<file path="config.mk">
export PLATFORM = sky130hd
export DESIGN_NAME = lfsr_solution_source
export DESIGN_NICKNAME = d
export VERILOG_FILES = /design/src/rtl/lfsr_solution_source.sv
export SDC_FILE = /design/constraint.sdc
export NUM_CORES = 1
export LEC_CHECK = 0
export ABC_AREA = 0
export CORE_AREA = 2 2 418 420
export DETAILED_ROUTE_END_ITERATION = 6
export DIE_AREA = 0 0 420 422
export MAX_ROUTING_LAYER = met4
export PLACE_DENSITY_LB_ADDON = 0.3
export SLEW_MARGIN = 10
export SYNTH_ARGS = -nofsm -noshare
export SYNTH_HDL_FRONTEND = slang
export SYNTH_SLANG_ARGS = --single-unit
</file>
<file path="constraint.sdc">
create_clock -name clk -period 2.16 [get_ports clk]
set_clock_uncertainty 0.05 [all_clocks]
set_input_delay 0.324 -clock clk [delete_from_list [all_inputs] [get_ports clk]]
set_output_delay 0.324 -clock clk [all_outputs]
set_load 0.02 [all_outputs]
</file>
<file path="src/rtl/lfsr_solution_source.sv">
// Seeded 32-bit Galois LFSR stimulus source for the OneMax solver:
// fills a random initial vector, then streams in-range flip indices.
module lfsr_solution_source #(
  parameter int unsigned N_BITS = 1024,
  parameter logic [31:0] SEED   = 32'h0000_0001,
  localparam int IDX_W          = $clog2(N_BITS)
) (
  input  logic              clk,
  input  logic              rst_n,
  input  logic              seed_load,
  input  logic [31:0]       seed_in,
  input  logic              start,
  input  logic              stop,
  output logic [N_BITS-1:0] init_solution,
  output logic              init_valid,
  output logic [IDX_W-1:0]  idx,
  output logic              idx_valid,
  input  logic              idx_ready,
  output logic              busy
);

  localparam int CHUNKS = (N_BITS + 31) / 32;
  localparam int CNT_W  = $clog2(CHUNKS + 1);

  localparam logic [31:0] POLY = 32'h8020_0003;

  localparam logic [CNT_W-1:0] LAST_CHUNK =
    CNT_W'(CHUNKS - 1);
  localparam logic [IDX_W:0] IDX_LIMIT =
    (IDX_W + 1)'(N_BITS);

  localparam logic [1:0] S_IDLE   = 2'd0;
  localparam logic [1:0] S_FILL   = 2'd1;
  localparam logic [1:0] S_STREAM = 2'd2;

  logic [1:0]        state_q, state_d;
  logic [31:0]       lfsr_q, lfsr_d;
  logic [CNT_W-1:0]  cnt_q, cnt_d;
  logic [N_BITS-1:0] sol_q, sol_d;
  logic              iv_q, iv_d;

  logic st_idle;
  logic st_fill;
  logic st_stream;
  logic in_range;

  function automatic logic [31:0] step(
    input logic [31:0] s
  );
    step = s[0] ? ((s >> 1) ^ POLY) : (s >> 1);
  endfunction

  assign st_idle   = (state_q == S_IDLE);
  assign st_fill   = (state_q == S_FILL);
  assign st_stream = (state_q == S_STREAM);

  // Unsigned compare one bit wider so N_BITS itself is representable.
  assign in_range =
    ({1'b0, lfsr_q[IDX_W-1:0]} < IDX_LIMIT);

  always_comb begin
    state_d = state_q;
    lfsr_d  = lfsr_q;
    cnt_d   = cnt_q;
    iv_d    = 1'b0;
    sol_d   = sol_q;
    if (stop) begin
      state_d = S_IDLE;
    end else begin
      unique case (1'b1)
        st_idle: begin
          if (seed_load) begin
            lfsr_d = (seed_in == 32'd0) ? SEED : seed_in;
          end
          if (start) begin
            state_d = S_FILL;
            cnt_d   = '0;
          end
        end
        st_fill: begin
          // Bits past N_BITS in the last chunk are simply dropped.
          for (int b = 0; b < int'(N_BITS); b++) begin
            if (cnt_q == CNT_W'(b / 32)) begin
              sol_d[b] = lfsr_q[b % 32];
            end
          end
          lfsr_d = step(lfsr_q);
          cnt_d  = cnt_q + CNT_W'(1);
          if (cnt_q == LAST_CHUNK) begin
            state_d = S_STREAM;
            iv_d    = 1'b1;
          end
        end
        st_stream: begin
          if (!in_range || idx_ready) begin
            lfsr_d = step(lfsr_q);
          end
        end
        default: begin
          state_d = S_IDLE;
        end
      endcase
    end
  end

  always_ff @(posedge clk or negedge rst_n) begin
    if (!rst_n) begin
      state_q <= S_IDLE;
      lfsr_q  <= SEED;
      cnt_q   <= '0;
      sol_q   <= '0;
      iv_q    <= 1'b0;
    end else begin
      state_q <= state_d;
      lfsr_q  <= lfsr_d;
      cnt_q   <= cnt_d;
      sol_q   <= sol_d;
      iv_q    <= iv_d;
    end
  end

  assign init_solution = sol_q;
  assign init_valid    = iv_q;
  assign idx           = lfsr_q[IDX_W-1:0];
  assign idx_valid     = st_stream && in_range;
  assign busy          = !st_idle;

endmodule

</file>
==> flow_summary.yaml <==
placement:
  dpl.hpwl_um: 116000
  port_buffers: 1074
  gp_congestion: 0.792
  place_inst: 5896
synth:
  yosysTopAreaCell: "dfrtp_1"
  avgSynthCellArea_sq_um: 16.1
  syn_nets: 2574
  yosysSeqAreaShare_pct: 65.4
  yosysWarnings: 0
  synth_most_common_cell: "dfrtp_1"
  synth_area_sq_mm: 0.0408
  yosysUniqueCellTypes: 45
  synth-edff-count: 0
  syn_inst: 2527
  synth-seq-cells: 1065
  ys_top_cells_by_area: "dfrtp_1 (65%), mux2_2 (28%), clkbuf_1 (1.0%)"
  synth_top_flop_cell: "dfrtp_1"
  synth_top_area_share_pct: 65.3
  netlist_top_cells_count: "dfrtp_1 (1,064), mux2_2 (1,016), clkbuf_1 (110), nand2_1 (64), buf_2 (59)"
  synthArstFlopShare_pct: 100
final_layout:
  finalNonFillerCells: 6158
  drive_gt1_share_pct: 39.4
  layout.nets: 3754
  n_fill_cell: 17258
  multi_input_area_sq_mm: 0.0131
  synthToLayoutAreaGrowth_pct: 44.9
  seq_area_sq_mm: 0.0267
critical_path:
  startpoint: "state_q[0]"
  crit_chain: "buf_4, ha_4, and4bb_2, and2_2, nand2_4, buf_4, buf_12, mux2_2"
  crit_top_cell: "buf_4"
  arrival_ns: 2.73
  crit_type: "reg2reg"
  slowest_stage: "dfrtp_1"
  start_kind: "register"
  cp-end-kind: "register"
  crit_family: "simple AND/OR/NAND/NOR gates"
  crit_buf_inv: 3
  slowest_delay_ns: 0.37
  worstPathRequired_ns: 2.75
  crit_cells: 8
  r2r_start: "state_q[0]"
  ff2ff_path_depth: 8
  worstPathMaxFanout: 10
clock_tree:
  cts-htree-levels: 3
  cts.sinks: 1065
  clk_pin_slew_ns: 0.06
  cts_buffers: 119
  cts_tree: "yes"
  clock_latency_ns: 0.76
  clock-root-buffer: "clkbuf_16"
  clockBufferDepth: 3
global_routing:
  grt_overflow: 0
  antenna_found_initial: 33
  grt_use_met2_pct: 31.8
  grt_start_max_net_pins: 100
  grt_pass1_wl_um: 225000
  gr-usage-met1_pct: 21.6
  grt_pass1_vias: 27172
  use_met3_pct: 4.14
  grt_util_all_layers_pct: 18.7
  busiest_layer: "met2"
die:
  rows: 153
  start_util_pct: 23.6
  die_area_sq_mm: 0.177
  core_area_sq_mm: 0.173
  ios: 1075
  die_y_um: 422
  dieWidth_um: 420
power:
  power.leakage_nw: 33.5
  peakVddDrop_uv: 716
  powerDensity_mw_per_mm2: 991
timing:
  period_share_pct: 98.9
  relSlewSlack_pct: 49.6
  hold_viol: 0
  setup_tns_ns: 0
  period_minus_slack_ns: 2.14
  maxSlewViolCount: 0
  tightest_slew_ns: 0.755
  rsz0062_at_grt: "true"
  setup_violations: 0
  fmax_mhz: 468
flow_run:
  maxCapViolCount: 0
route:
  dr.pass1.iters: 5
  drc: 0
  vias: 26239
  drtAntennaViolNets: 0
  totalWireLength_um: 165000
  wl_per_cell_um: 26.8
  drt_iter0_markers: 1311
  vias_per_cell: 4.26
status:
  status: "finished, final reports clean"
min_path:
  min_path_type: "in2async"
-- metal layers --
layer,part of all wire [%],vias to the layer above
met1,40,13994
met3,5.9,203
li1,-,11280
met4,3.0,0
met2,51,762
met5,0,-
-- what timing repair did --
item | in CTS | in global routing
pin swaps | 1 | 2
hold buffers | 1 | 0
gates cloned | 0 | 5
endpoints found under the setup margin | 1784 | 507
resized for setup | 1063 | 20
hold endpoints to repair | 399 | 0
setup buffers | 3 | 6
-- through the flow --
stage / hold WS [ns] / power (W) / setup slack (ns) / cell area [sq um] / util [%]
global placement: 0.293 / 0.0387 / -0.604 / 55800 / 32.3
CTS: 0.0133 / 0.0596 / -0.134 / 58800 / 34.0
floorplan: -0.0216 / 0.0289 / 0.0994 / 40800 / -
detailed placement: 0.281 / 0.0388 / -0.572 / 55800 / 32.3
finish: 0.107 / 0.0585 / 0.0242 / 59100 / 34.2
global route: 0.0617 / 0.0611 / -0.0280 / 59100 / 34.2
-- flip-flops by register name, indices dropped and copies added, names as in the netlist --
register / flops
init_solution: 1024
init_valid: 1
lfsr_q: 32
cnt_q: 6
state_q: 2
-- power breakdown --
group          switching (W)  internal (W)  leakage (nW)
clock network        0.00868        0.0126          2.04
logic                0.00978       0.00454          16.7
registers            0.00142        0.0215          14.7
total                 0.0199        0.0387          33.5
-- worst register-to-register path, delay by kind of cell, from the launching register on --
family / cells / cell delay (ns)
and+or+nand+nor: 3 / 0.58
buffers and inverters: 3 / 0.43
muxes: 1 / 0.41
DFF: 1 / 0.37
adders and majority gates: 1 / 0.18
-- cell families (layout without fill, tap and decap cells) --
group | Yosys count | in the layout | synth area share (%)
AOI/OAI and AO/OA | 48 | 48 | 0.675
buffers and inverters | 226 | 1507 | 3.02
DFF | 1065 | 1065 | 65.4
muxes | 1058 | 1058 | 29.1
other | 0 | 25 | 0
adders and majority gates | 9 | 9 | 0.276
xor gates and xnor gates | 2 | 2 | 0.0430
and+or+nand+nor | 119 | 119 | 1.51
-- final timing paths --
check / end / slack, ns
min in group clk: lfsr_q[28] / 0.19
max reg2reg: init_solution[621] / 0.02
max: init_solution[621] / 0.02
min: init_solution[308] / 0.11
min reg2reg: init_solution[373] / 0.44
max in group asynchronous: init_solution[171] / 1.01
-- cells in the final DEF, fill, tap and decap left out, drive strengths merged, types with 25 or more instances in the layout --
| cell | n |
|---|---|
| clkbuf | 172 |
| clkdlybuf4s50 | 42 |
| o21ai | 36 |
| nand2 | 68 |
| dfrtp | 1064 |
| dlygate4sd2 | 1019 |
| buf | 204 |
| clkinv | 35 |
| mux2i | 34 |
| mux2 | 1024 |
| diode | 25 |
-- layout make-up --
| cell class | count | area share [%] |
|---|---|---|
| Timing Repair Buffer | 1277 | 20.7 |
| Clock buffer | 168 | 5.85 |
| Tap cell | 2325 | 4.92 |
| Inverter | 8 | 0.0551 |
| Clock inverter | 54 | 1.14 |
| Sequential cell | 1065 | 45.2 |
| Multi-Input combinational cell | 1236 | 22.1 |
| Antenna cell | 25 | 0.106 |
Note: power is estimated with default switching activity, not from simulation.
